`src/rtl/iq_comp_param_if.sv`:
```
// Sample stream bundle for iq_comp_param: offset-binary samples in, signed
// compensated samples out.
interface iq_comp_param_if #(
  parameter int DATA_W = 4
) ();
  // in_valid and out_valid are single-cycle strobes with no backpressure:
  // a sample is taken on every clk where in_valid=1, and each one produces
  // exactly one out_valid cycle two clk edges later.
  logic                     in_valid;
  logic        [DATA_W-1:0] Ix;
  logic        [DATA_W-1:0] Qx;
  logic                     out_valid;
  logic signed [DATA_W-1:0] Iy;
  logic signed [DATA_W-1:0] Qy;

  modport master (output in_valid, Ix, Qx, input out_valid, Iy, Qy);
  modport slave  (input in_valid, Ix, Qx, output out_valid, Iy, Qy);
endinterface

```
`src/rtl/iq_comp_param.sv`:
```
// Blind adaptive I/Q imbalance compensator, y = x + w*conj(x), with an
// LMS-style update w <- w - mu*y^2 and a programmable settle detector.
module iq_comp_param #(
  parameter int DATA_W     = 4,
  parameter int W_W        = 13,
  parameter int W_FRAC     = 12,
  parameter int MU_SHIFT   = 4,
  parameter int SETTLE_TOL = 0,
  parameter int SETTLE_LEN = 64
) (
  input  logic                  clk,
  input  logic                  RESET,
  iq_comp_param_if.slave        bus,
  input  logic                  freeze_iqcomp,
  input  logic [1:0]            op_mode,
  input  logic signed [W_W-1:0] Wr_in,
  input  logic signed [W_W-1:0] Wj_in,
  output logic                  settled,
  output logic signed [W_W-1:0] Wr,
  output logic signed [W_W-1:0] Wj
);

  localparam int PW = W_W + DATA_W + 1;
  localparam int SW = PW + 1;
  localparam int EW = 2 * DATA_W + 1;
  localparam int XW = ((W_W > EW) ? W_W : EW) + 2;
  localparam int CW = (SETTLE_LEN > 0) ? $clog2(SETTLE_LEN + 1) : 1;

  localparam logic [1:0] MODE_BYPASS = 2'b00;
  localparam logic [1:0] MODE_ADAPT  = 2'b01;
  localparam logic [1:0] MODE_FIXED  = 2'b10;
  localparam logic [1:0] MODE_PRESET = 2'b11;

  localparam logic signed [SW-1:0] D_MAX = SW'(2 ** (DATA_W - 1) - 1);
  localparam logic signed [SW-1:0] D_MIN = SW'(-(2 ** (DATA_W - 1)));
  localparam logic signed [XW-1:0] W_MAX = XW'(2 ** (W_W - 1) - 1);
  localparam logic signed [XW-1:0] W_MIN = XW'(-(2 ** (W_W - 1)));
  localparam logic signed [XW-1:0] TOL_P = XW'(SETTLE_TOL);
  localparam logic signed [XW-1:0] TOL_N = XW'(-SETTLE_TOL);
  localparam logic [CW-1:0]        LEN_C = CW'(SETTLE_LEN);

  logic signed [DATA_W-1:0] i_q, q_q, iy_q, qy_q;
  logic                     v1_q, ov_q;
  logic signed [W_W-1:0]    wr_q, wj_q, wr_d, wj_d;
  logic [CW-1:0]            cnt_q, cnt_d;
  logic                     settled_q, settled_d;
  logic [1:0]               mode_q;

  logic signed [PW-1:0]     wr_x, wj_x, i_x, q_x, acc_r, acc_j, pr, pj;
  logic signed [SW-1:0]     sum_i, sum_q;
  logic signed [DATA_W-1:0] yi, yq;
  logic signed [EW-1:0]     yi_e, yq_e, er, ej;
  logic signed [XW-1:0]     wr_upd, wj_upd, dlt_r, dlt_j;
  logic signed [W_W-1:0]    wr_new, wj_new;
  logic                     mode_chg, preset_ld, upd_en, quiet;

  // Compensation datapath: uses the stage-1 sample and the current weights.
  always_comb begin
    wr_x  = PW'(wr_q);
    wj_x  = PW'(wj_q);
    i_x   = PW'(i_q);
    q_x   = PW'(q_q);
    acc_r = wr_x * i_x + wj_x * q_x;
    acc_j = wj_x * i_x - wr_x * q_x;
    pr    = '0;
    pj    = '0;
    if (op_mode != MODE_BYPASS) begin
      pr = acc_r >>> W_FRAC;
      pj = acc_j >>> W_FRAC;
    end
    sum_i = SW'(i_q) + SW'(pr);
    sum_q = SW'(q_q) + SW'(pj);
    if (sum_i > D_MAX)      yi = D_MAX[DATA_W-1:0];
    else if (sum_i < D_MIN) yi = D_MIN[DATA_W-1:0];
    else                    yi = sum_i[DATA_W-1:0];
    if (sum_q > D_MAX)      yq = D_MAX[DATA_W-1:0];
    else if (sum_q < D_MIN) yq = D_MIN[DATA_W-1:0];
    else                    yq = sum_q[DATA_W-1:0];
  end

  // LMS error from the same-edge output, then saturated weight candidates.
  always_comb begin
    yi_e   = EW'(yi);
    yq_e   = EW'(yq);
    er     = yi_e * yi_e - yq_e * yq_e;
    ej     = (yi_e * yq_e) <<< 1;
    wr_upd = XW'(wr_q) - XW'(er >>> MU_SHIFT);
    wj_upd = XW'(wj_q) - XW'(ej >>> MU_SHIFT);
    if (wr_upd > W_MAX)      wr_new = W_MAX[W_W-1:0];
    else if (wr_upd < W_MIN) wr_new = W_MIN[W_W-1:0];
    else                     wr_new = wr_upd[W_W-1:0];
    if (wj_upd > W_MAX)      wj_new = W_MAX[W_W-1:0];
    else if (wj_upd < W_MIN) wj_new = W_MIN[W_W-1:0];
    else                     wj_new = wj_upd[W_W-1:0];
    dlt_r = XW'(wr_new) - XW'(wr_q);
    dlt_j = XW'(wj_new) - XW'(wj_q);
    quiet = (dlt_r <= TOL_P) && (dlt_r >= TOL_N) &&
            (dlt_j <= TOL_P) && (dlt_j >= TOL_N);
  end

  // Weight and settle control; a mode change outranks freeze and update.
  always_comb begin
    mode_chg  = (op_mode != mode_q);
    preset_ld = (op_mode == MODE_PRESET) && mode_chg;
    upd_en    = v1_q && !freeze_iqcomp && !preset_ld &&
                ((op_mode == MODE_ADAPT) || (op_mode == MODE_PRESET));
    wr_d      = wr_q;
    wj_d      = wj_q;
    cnt_d     = cnt_q;
    settled_d = settled_q;
    if ((op_mode == MODE_FIXED) || preset_ld) begin
      wr_d = Wr_in;
      wj_d = Wj_in;
    end else if (upd_en) begin
      wr_d = wr_new;
      wj_d = wj_new;
      if (!quiet)              cnt_d = '0;
      else if (cnt_q != LEN_C) cnt_d = cnt_q + CW'(1);
      settled_d = (cnt_d == LEN_C);
    end
    if (mode_chg || (op_mode == MODE_FIXED)) begin
      cnt_d     = '0;
      settled_d = 1'b0;
    end
  end

  always_ff @(posedge clk) begin
    if (RESET) begin
      i_q       <= '0;
      q_q       <= '0;
      v1_q      <= 1'b0;
      iy_q      <= '0;
      qy_q      <= '0;
      ov_q      <= 1'b0;
      wr_q      <= '0;
      wj_q      <= '0;
      cnt_q     <= '0;
      settled_q <= 1'b0;
      mode_q    <= MODE_BYPASS;
    end else begin
      v1_q <= bus.in_valid;
      if (bus.in_valid) begin
        i_q <= {~bus.Ix[DATA_W-1], bus.Ix[DATA_W-2:0]};
        q_q <= {~bus.Qx[DATA_W-1], bus.Qx[DATA_W-2:0]};
      end
      ov_q <= v1_q;
      if (v1_q) begin
        iy_q <= yi;
        qy_q <= yq;
      end
      wr_q      <= wr_d;
      wj_q      <= wj_d;
      cnt_q     <= cnt_d;
      settled_q <= settled_d;
      mode_q    <= op_mode;
    end
  end

  assign bus.out_valid = ov_q;
  assign bus.Iy        = iy_q;
  assign bus.Qy        = qy_q;
  assign settled       = settled_q;
  assign Wr            = wr_q;
  assign Wj            = wj_q;

endmodule

```
`src/flat_wrapper.sv`:
```
// flat-port wrapper written by rule: the top's interface ports become plain ports
module iq_comp_param_flat 
#(
  parameter int DATA_W     = 4,
  parameter int W_W        = 13,
  parameter int W_FRAC     = 12,
  parameter int MU_SHIFT   = 4,
  parameter int SETTLE_TOL = 0,
  parameter int SETTLE_LEN = 64
)
  (clk, RESET, freeze_iqcomp, op_mode, Wr_in, Wj_in, settled, Wr, Wj, bus_in_valid, bus_Ix, bus_Qx, bus_out_valid, bus_Iy, bus_Qy);
  iq_comp_param_if #(.DATA_W(DATA_W)) bus_i ();
  input  logic clk;
  input  logic RESET;
  input  logic freeze_iqcomp;
  input  logic [1:0] op_mode;
  input  logic signed [W_W-1:0] Wr_in;
  input  logic signed [W_W-1:0] Wj_in;
  output logic settled;
  output logic signed [W_W-1:0] Wr;
  output logic signed [W_W-1:0] Wj;
  input wire logic [$bits(bus_i.in_valid)-1:0] bus_in_valid;
  input wire logic [$bits(bus_i.Ix)-1:0] bus_Ix;
  input wire logic [$bits(bus_i.Qx)-1:0] bus_Qx;
  output wire logic [$bits(bus_i.out_valid)-1:0] bus_out_valid;
  output wire logic [$bits(bus_i.Iy)-1:0] bus_Iy;
  output wire logic [$bits(bus_i.Qy)-1:0] bus_Qy;
  assign bus_i.in_valid = bus_in_valid;
  assign bus_i.Ix = bus_Ix;
  assign bus_i.Qx = bus_Qx;
  assign bus_out_valid = bus_i.out_valid;
  assign bus_Iy = bus_i.Iy;
  assign bus_Qy = bus_i.Qy;
  iq_comp_param #(.DATA_W(DATA_W), .W_W(W_W), .W_FRAC(W_FRAC), .MU_SHIFT(MU_SHIFT), .SETTLE_TOL(SETTLE_TOL), .SETTLE_LEN(SETTLE_LEN)) u_core (.clk(clk), .RESET(RESET), .bus(bus_i), .freeze_iqcomp(freeze_iqcomp), .op_mode(op_mode), .Wr_in(Wr_in), .Wj_in(Wj_in), .settled(settled), .Wr(Wr), .Wj(Wj));
endmodule
```
`config.mk`:
```
export PLATFORM = sky130hd
export DESIGN_NAME = iq_comp_param_flat
export DESIGN_NICKNAME = d
export VERILOG_FILES = /design/src/rtl/iq_comp_param_if.sv /design/src/rtl/iq_comp_param.sv /design/src/flat_wrapper.sv
export SDC_FILE = /design/constraint.sdc
export NUM_CORES = 1
export LEC_CHECK = 0
export CORE_MARGIN = 2
export CORE_UTILIZATION = 35
export CTS_CLUSTER_DIAMETER = 80
export DETAILED_ROUTE_END_ITERATION = 6
export REMOVE_ABC_BUFFERS = 1
export SLEW_MARGIN = 0
export SYNTH_ARGS = -nofsm -noshare
export SYNTH_HDL_FRONTEND = slang
export SYNTH_SLANG_ARGS = --single-unit
```
`constraint.sdc`:
```
create_clock -name clk -period 45.5 [get_ports clk]
set_input_delay 13.65 -clock clk [delete_from_list [all_inputs] [get_ports clk]]
set_output_delay 13.65 -clock clk [all_outputs]
set_load 0.1 [all_outputs]
```
## Word level (Yosys, flattened, before mapping)

Cells that the tools add are included.

- $add $sub $neg: 10
- Multipliers: 7
- Magnitude comparators: 12
- Eq/ne operators: 6
- Mux-type cells: 18
- Bitwise gates (word level): 3
- Reduce and logical (&&, ||, !) cells: 16

Operators by type and width:

| cell | number |
|---|---|
| $mux 13 | 8 |
| $mul 13x4->17 | 4 |
| $add 4x18->19 | 2 |
| $gt 19x4->1 const B | 2 |
| $lt 19x4->1 const B | 2 |
| $mux 18 | 2 |
| $ge 15x1->1 const B | 2 |
| $gt 15x13->1 const B | 2 |
| $le 15x1->1 const B | 2 |
| $lt 15x13->1 const B | 2 |
| $mux 7 | 4 |
| $sub 13x13->14 | 2 |
| $sub 13x5->14 | 2 |
| $mul 4x4->8 | 3 |
| $add 18x18->18 | 1 |
| $sub 18x18->18 | 1 |
| $mux 4 | 4 |
| $sub 8x8->9 | 1 |
| $add 7x1->7 const B | 1 |
| $eq 7x7->1 const B | 1 |
| $logic_and 1x1->1 | 7 |
| $ne 7x7->1 const B | 1 |
| $eq 2x2->1 const B | 2 |
| $reduce_bool 2->1 | 2 |
| other kinds (7) | 12 |

- Register bits after elaboration: 54
- Input port bits: 40
- Output and inout port bits: 36
- Logic and storage cells: 83

## Depth between registers and ports, before layout

Gate-level depths: netlist (run 1).

- Word-level depth: 22
- Gate-level depth with buffers: 83
- Depth with buffers taken out: 79

## Worst setup path after synthesis (run 1)

Ideal clock, no wire load.

- Path type: input port to flip-flop
- From: input port op_mode[0]
- To: register u_core.cnt_q[3]
- Setup time: 0.074 ns
- Arrival time: 25.355 ns
- Data required time: 45.426 ns
- Slack: 20.071 ns
- Stages: 57
- Buffers on the path: 6
- Cells stage by stage: clkbuf_1 > nor2_1 > clkbuf_1 > nor2_1 > ha_1 > inv_1 > fa_1 > and2b_1 > o22ai_1 > o21bai_2 > a21o_1 > inv_1 > fa_1 > nand2b_1 > nor4_1 > nand4_1 > and2_1 > buf_2 > [21 not listed] > buf_2 > a21boi_2 > or2_1 > ha_1 > inv_1 > fa_1 > a21o_1 > a21oi_1 > o21bai_1 > a2111oi_0 > nor2_1 > a2111oi_0 > nor3_1 > nor4_1 > o2111a_1 > clkbuf_1 > nand3_1 > a31oi_1

- Word-level cells in the longest chain between the ends: 20
- Elaborated cells between the ends (all ways): 53
- Those cells by class: add/sub (7); mul (3); order compare (12); eq/ne (4); mux (13); bitwise (1); reduce/logical (13)

RTL lines:

| element | line | RTL |
|---|---|---|
| start, declared | flat_wrapper.sv:16 | `input logic [1:0] op_mode;` |
| $reduce_bool 2->1 | iq_comp_param.sv:67 | `if (op_mode != MODE_BYPASS) begin` |
| $mux 18 | iq_comp_param.sv:67 |  |
| $add 4x18->19 (on tied branches) | iq_comp_param.sv:71, iq_comp_param.sv:72 |  |
| $lt 19x4->1 (on tied branches) | iq_comp_param.sv:74, iq_comp_param.sv:77 |  |
| $mux 4 (on tied branches) | iq_comp_param.sv:74, iq_comp_param.sv:77 |  |
| $mux 4 (on tied branches) | iq_comp_param.sv:73, iq_comp_param.sv:76 |  |
| $mul 4x4->8 | iq_comp_param.sv:85 | `er = yi_e * yi_e - yq_e * yq_e;` |
| $sub 8x8->9 | iq_comp_param.sv:85 |  |
| [3 not listed] | -- |  |
| $mux 13 | iq_comp_param.sv:89 | `if (wr_upd > W_MAX) wr_new = W_MAX[W_W-1:0];` |
| $sub 13x13->14 | iq_comp_param.sv:95 | `dlt_r = XW'(wr_new) - XW'(wr_q);` |
| $le 15x1->1 or $ge 15x1->1 (tied branches) | iq_comp_param.sv:97 | `quiet = (dlt_r <= TOL_P) && (dlt_r >= TOL_N) &&` |
| $logic_and 1x1->1 (2 in a row) | iq_comp_param.sv:97 |  |
| $logic_and 1x1->1 | iq_comp_param.sv:98 | `(dlt_j <= TOL_P) && (dlt_j >= TOL_N);` |
| $mux 7 | iq_comp_param.sv:117 | `if (!quiet) cnt_d = '0;` |
| $mux 7 | iq_comp_param.sv:114 | `end else if (upd_en) begin` |
| $mux 7 | iq_comp_param.sv:111 | `if ((op_mode == MODE_FIXED) \|\| preset_ld) begin` |
| end signal, assigned | iq_comp_param.sv:153 | `cnt_q <= cnt_d;` |
| end, declared | iq_comp_param.sv:45 | `logic [CW-1:0] cnt_q, cnt_d;` |

Several ways; a longest one is shown, not always the timed one. The select of a mux whose other input is x is not followed.
A chain may end at the register's enable or synchronous reset.

## Worst setup path in the final report (run 1)

- From: input port op_mode[0]
- To: register u_core.cnt_q[1]

Same word-level chain as after synthesis.

==> flow_summary.json, run 1 <==
{
  "use_met3": 0.0283,
  "io_buffers": 75,
  "ctsHoldBuffers": 0,
  "grtUsageTotal": 0.201,
  "synth.most_common_cell": "ha_1",
  "cp-endpoint": "u_core.cnt_q[1]",
  "slowest_stage": "nor2_1",
  "path_common_cell": "fa_1",
  "rsz0062_at_grt": "false",
  "layout-drive-gt1-share": 0.0393,
  "setup_viol": 0,
  "overflow": 0,
  "hold_class": "register to register",
  "grt-busiest-layer": "met2",
  "synth_top_area_frac": 0.213,
  "fmax_mhz": 36.6,
  "crit_path_start_kind": "input port",
  "gp_congestion": 0.887,
  "tightest_slew_ns": 1.16,
  "netlist_area_um2": 14500,
  "clkSinkCount": 54,
  "slew_violations": 0,
  "synth_top_cell_by_area": "fa_1",
  "die_h_um": 208,
  "holdPathStages": 2,
  "ys_ff_latch": 54,
  "dr.pass1.iters": 5,
  "dp_hpwl_mm": 34.6,
  "grt_pass1_wl_mm": 69.0,
  "fin_worst_skew_ns": 0.0166,
  "use_met1": 0.279,
  "rows": 74,
  "via_count": 12300,
  "wl_per_cell_um": 18.4,
  "root_buffer": "clkbuf_16",
  "core_um2": 40900,
  "grt_max_degree": 50,
  "endpoint_kind": "register",
  "grtUsageMet2": 0.333,
  "nNetsFinal": 2213,
  "ys_seq_area_frac": 0.0744,
  "reg2reg_depth": 66,
  "ant_nets": 0,
  "io_pins": 76,
  "htree_num_levels": 2,
  "crit_arrival_ns": 27.61,
  "hold_violations": 0,
  "yosys-top-cells-count": "239 x ha_1, 194 x nor2_1, 190 x inv_1",
  "die_area_um2": 43200,
  "fin_setup_tns_ns": 0,
  "areaGrowthSynthToFinish_pct": 10.3,
  "cp.depth": 53,
  "vias_per_cell": 5.34,
  "tritoncts": "done",
  "worstReg2RegEnd": "u_core.cnt_q[1]",
  "synthCells": 1738,
  "ys.flop_type": "dfxtp_1",
  "fp.dieW_um": 208,
  "ys_top_cells_by_area": "fa_1 21%, ha_1 21%, dfxtp_1 7.4%",
  "ff2ff_setup_slack_ns": 26.37,
  "routed_wl_mm": 42.6,
  "max_slew_margin": 0.209,
  "grt_pass1_vias": 12700,
  "yosysWarnings": 0,
  "async_flop_share": 0,
  "critical_path_buf_inv_count": 7,
  "cts_buffers": 5,
  "clk_latency_ns": 0.33,
  "ctsLongestPathBuffers": 2,
  "synth_cell_types": 78,
  "route.detailed.drc": 0,
  "post-cts-setup-buffers": 0,
  "cts_repair_resize_count": 0,
  "start_util": 0.355,
  "syn_area_per_cell_um2": 8.36,
  "critPathRequiredTime_ns": 45.75,
  "synth_edf_count": 0,
  "antenna_found_initial": 0,
  "rr_startpoint": "u_core.Wr[1]",
  "diodes": 0,
  "cap_violations": 0,
  "fin_crit_ns": 27.35,
  "path_class": "input port to register",
  "critPathLaunch": "op_mode[0]",
  "critPathTopFamily": "compound AO/OA/AOI/OAI gates",
  "cp_max_fo": 15,
  "drtIter0Drc": 746,
  "status": "completed",
  "period_share": 0.601,
  "max_stage_delay_ns": 0.68,
  "clk_pin_slew_worst_paths_ns": 0.09
}
[per-layer routing]
metal / vias up / part of all wire / wire length (um)
met2: 317 / 0.46 / 19400
met1: 5998 / 0.47 / 20100
met5: - / 0 / 0
met4: 0 / 0.023 / 962
met3: 53 / 0.049 / 2100
li1: 5980 / - / -
[registers in the layout (all words and copies together), names as in the netlist]
register,flops
u_core.i_q,4
u_core.settled,1
u_core.Wj,13
u_core.v1_q,1
u_core.cnt_q,7
u_core.bus.Iy,4
u_core.bus.Qy,4
u_core.q_q,4
u_core.Wr,13
u_core.bus.out_valid,1
u_core.mode_q,2
[layout by cell type (no fill, tap or decap), types with 10 or more instances in the layout]
cell type	netlist	routed
a211oi_1	12	12
a21o_1	35	35
a21oi_1	89	89
a22oi_1	24	24
a31oi_1	19	17
and2_1	88	88
and3_1	11	11
buf_4	2	18
clkdlybuf4s50_1	0	74
dfxtp_1	54	54
fa_1	155	155
ha_1	239	239
inv_1	190	190
mux2i_1	19	19
nand2_1	101	101
nand2b_1	29	29
nand3_1	24	24
nand4_1	11	11
nor2_1	194	194
nor2b_1	18	18
nor3_1	22	22
nor4_1	10	10
o21a_1	16	16
o21ai_0	47	47
o21bai_1	18	18
o22ai_1	14	14
xnor2_1	92	92
xor2_1	34	34
[worst min path at each step]
| stage | slack [ns] | end | startpoint |
|---|---|---|---|
| after floorplan | 0.47 | u_core.cnt_q[1] | u_core.cnt_q[1] |
| after global placement | 0.47 | u_core.bus.Iy[1] | u_core.bus.Iy[1] |
| after detailed placement | 0.48 | u_core.bus.Qy[3] | u_core.bus.Qy[3] |
| after CTS | 0.50 | u_core.bus.Qy[3] | u_core.bus.Qy[3] |
| after global routing | 0.51 | u_core.bus.Qy[3] | u_core.bus.Qy[3] |
| final | 0.49 | u_core.bus.Qy[3] | u_core.bus.Qy[3] |
[through the flow]
step | setup slack, ns | instances | instance area (um^2) | hold slack [ns] | util
floorplan | 20.15 | 1679 | 14300 | 0.474 | -
global placement | 18.34 | 2304 | 15900 | 0.474 | 0.387
detailed placement | 17.90 | 2304 | 15900 | 0.482 | 0.387
CTS | 18.22 | 2312 | 16000 | 0.499 | 0.392
global route | 16.83 | 2312 | 16000 | 0.511 | 0.392
finish | 18.15 | 2312 | 16000 | 0.493 | 0.392
[layout make-up]
type	count	area [um^2]
sequential	54	1080
fill	4178	24900
tap	532	666
clock inverter	3	47.5
inverter	194	728
multi-input combinational	1431	12500
clock buffer	5	125
timing repair buffer	93	881
[kinds of logic (layout without fill, tap and decap cells)]
| kind of cell | after synthesis | count (layout) | synth area share |
|---|---|---|---|
| and+or+nand+nor | 541 | 541 | 0.182 |
| AOI/OAI and AO/OA | 347 | 347 | 0.163 |
| adders and majority gates | 395 | 395 | 0.420 |
| muxes | 20 | 20 | 0.0141 |
| buffers and inverters | 253 | 295 | 0.0665 |
| xor gates and xnor gates | 128 | 128 | 0.0797 |
| DFF | 54 | 54 | 0.0744 |
[worst min-delay path, delay by kind of cell (launching register included)]
kind             cells  cell delay, ns
AND/OR/NAND/NOR      1            0.08
flip-flops           1            0.32
AO/OA/AOI/OAI        1            0.05
Power of run 1 is not shown: default switching activity piles up to over one toggle a cycle in this logic, so the estimate is an artifact.
==> run 2: changes to the inputs <==
- clock period: 45.5 -> 24.9 ns (I/O delays scaled with it)
==> run 2 against run 1 <==
- non-clock buffer count stayed put
- clock skew is 0.0025 ns lower
- critical path depth stayed put
- setup slack worse by 15 ns
- hold slack better by 0.0019 ns
- via count is 0.77% higher
==> flow_summary.json, run 2 (synthesis results as in run 1) <==
{
  "status": "completed",
  "ff2ff_setup_slack_ns": 5.63,
  "root_buffer": "clkbuf_16",
  "routed_wl_mm": 42.6,
  "fin_crit_ns": 21.30,
  "endpoint_kind": "register",
  "cts_repair_resize_count": 0,
  "tritoncts": "done",
  "start_util": 0.355,
  "rows": 74,
  "die_h_um": 208,
  "fin_util": 0.391,
  "slowest_stage": "nor2_1",
  "fin_setup_tns_ns": 0,
  "hold_violations": 0,
  "post-cts-setup-buffers": 0,
  "finalWorstSetupSlack_ns": 3.60,
  "critPathRequiredTime_ns": 25.15,
  "areaGrowthSynthToFinish_pct": 10.1,
  "overflow": 0,
  "final_common_cell": "ha_1",
  "setup_viol": 0,
  "diodes": 0,
  "nNetsFinal": 2213,
  "ctsHoldBuffers": 0,
  "dp_hpwl_mm": 34.6,
  "grt_pass1_wl_mm": 69.2,
  "grt_max_degree": 50,
  "fp.dieW_um": 208,
  "slew_violations": 0,
  "layout_common_cells": "239 x ha_1, 194 x nor2_1, 190 x inv_1",
  "antenna_found_initial": 0,
  "route.detailed.drc": 0,
  "rsz0062_at_grt": "false",
  "period_share": 0.855,
  "layout-drive-gt1-share": 0.0393,
  "cap_violations": 0,
  "grt_pass1_vias": 12700,
  "via_count": 12400,
  "critPathTopFamily": "compound AO/OA/AOI/OAI gates",
  "max_stage_delay_ns": 0.72,
  "ctsLongestPathBuffers": 2,
  "max_slew_margin": 0.208,
  "drtIter0Drc": 845,
  "fin_worst_skew_ns": 0.0142,
  "tightest_slew_ns": 1.16,
  "grtUsageTotal": 0.202,
  "clkSinkCount": 54,
  "fill_cells": 4251,
  "htree_num_levels": 2,
  "io_buffers": 75,
  "gp_congestion": 0.888,
  "hold_class": "register to register",
  "path_class": "input port to register",
  "die_area_um2": 43200,
  "pre_cts_ws_ns": 3.42,
  "cts_buffers": 5,
  "path_common_cell": "fa_1",
  "clk_latency_ns": 0.32,
  "crit_arrival_ns": 21.55,
  "ant_nets": 0,
  "vias_per_cell": 5.38,
  "io_pins": 76,
  "critical_path_buf_inv_count": 7,
  "crit_path_start_kind": "input port",
  "fmax_mhz": 46.9,
  "clk_pin_slew_worst_paths_ns": 0.09,
  "dr.pass1.iters": 5,
  "core_um2": 40900,
  "wl_per_cell_um": 18.4,
  "cp_max_fo": 15
}
-- run 2: cell count changes in the layout (fill, tap and decap cells not counted), sizes merged --
cell and delta:
clkinvlp +1, bufinv -1
-- run 2: metal layers --
metal	share of wire	up-vias	global-route usage
met5	0	-	0
met4	0.033	0	0.0584
met3	0.056	65	0.0297
met2	0.45	344	0.328
met1	0.46	6059	0.277
li1	-	5975	-
-- run 2: tightest hold or removal path: cells and delay by family, from the launching register on --
family,cells,cell delay [ns]
AO/OA/AOI/OAI,1,0.05
AND/OR/NAND/NOR,1,0.08
flip-flops,1,0.32
-- run 2: path summary, 6_finish.rpt --
path | startpoint | endpoint | cells past startpoint
max | op_mode[0] | u_core.cnt_q[1] | 53
min | u_core.bus.Qy[3] | u_core.bus.Qy[3] | 2
max reg2reg | u_core.Wr[1] | u_core.cnt_q[1] | 71
min reg2reg | u_core.bus.Qy[3] | u_core.bus.Qy[3] | 2
-- run 2: final cells by class --
type / instances / area (um^2) / share of cell area
flip-flops and latches: 54 / 1080 / 0.0675
well taps: 532 / 666 / 0.0416
clock inverters: 3 / 25.0 / 0.00156
multi-input cells: 1431 / 12500 / 0.781
clock buffers: 5 / 125 / 0.00782
inverters: 194 / 728 / 0.0455
repair buffers: 93 / 881 / 0.0550
-- run 2: through the flow --
step | hold WS (ns) | cells | area, um^2
2_1_floorplan | 0.474 | 1679 | 14300
3_5_place_dp | 0.481 | 2304 | 15900
6_report | 0.495 | 2312 | 16000
5_1_grt | 0.518 | 2312 | 16000
3_3_place_gp | 0.474 | 2304 | 15900
4_1_cts | 0.500 | 2312 | 16000
Power of run 2 is left out for the same reason.
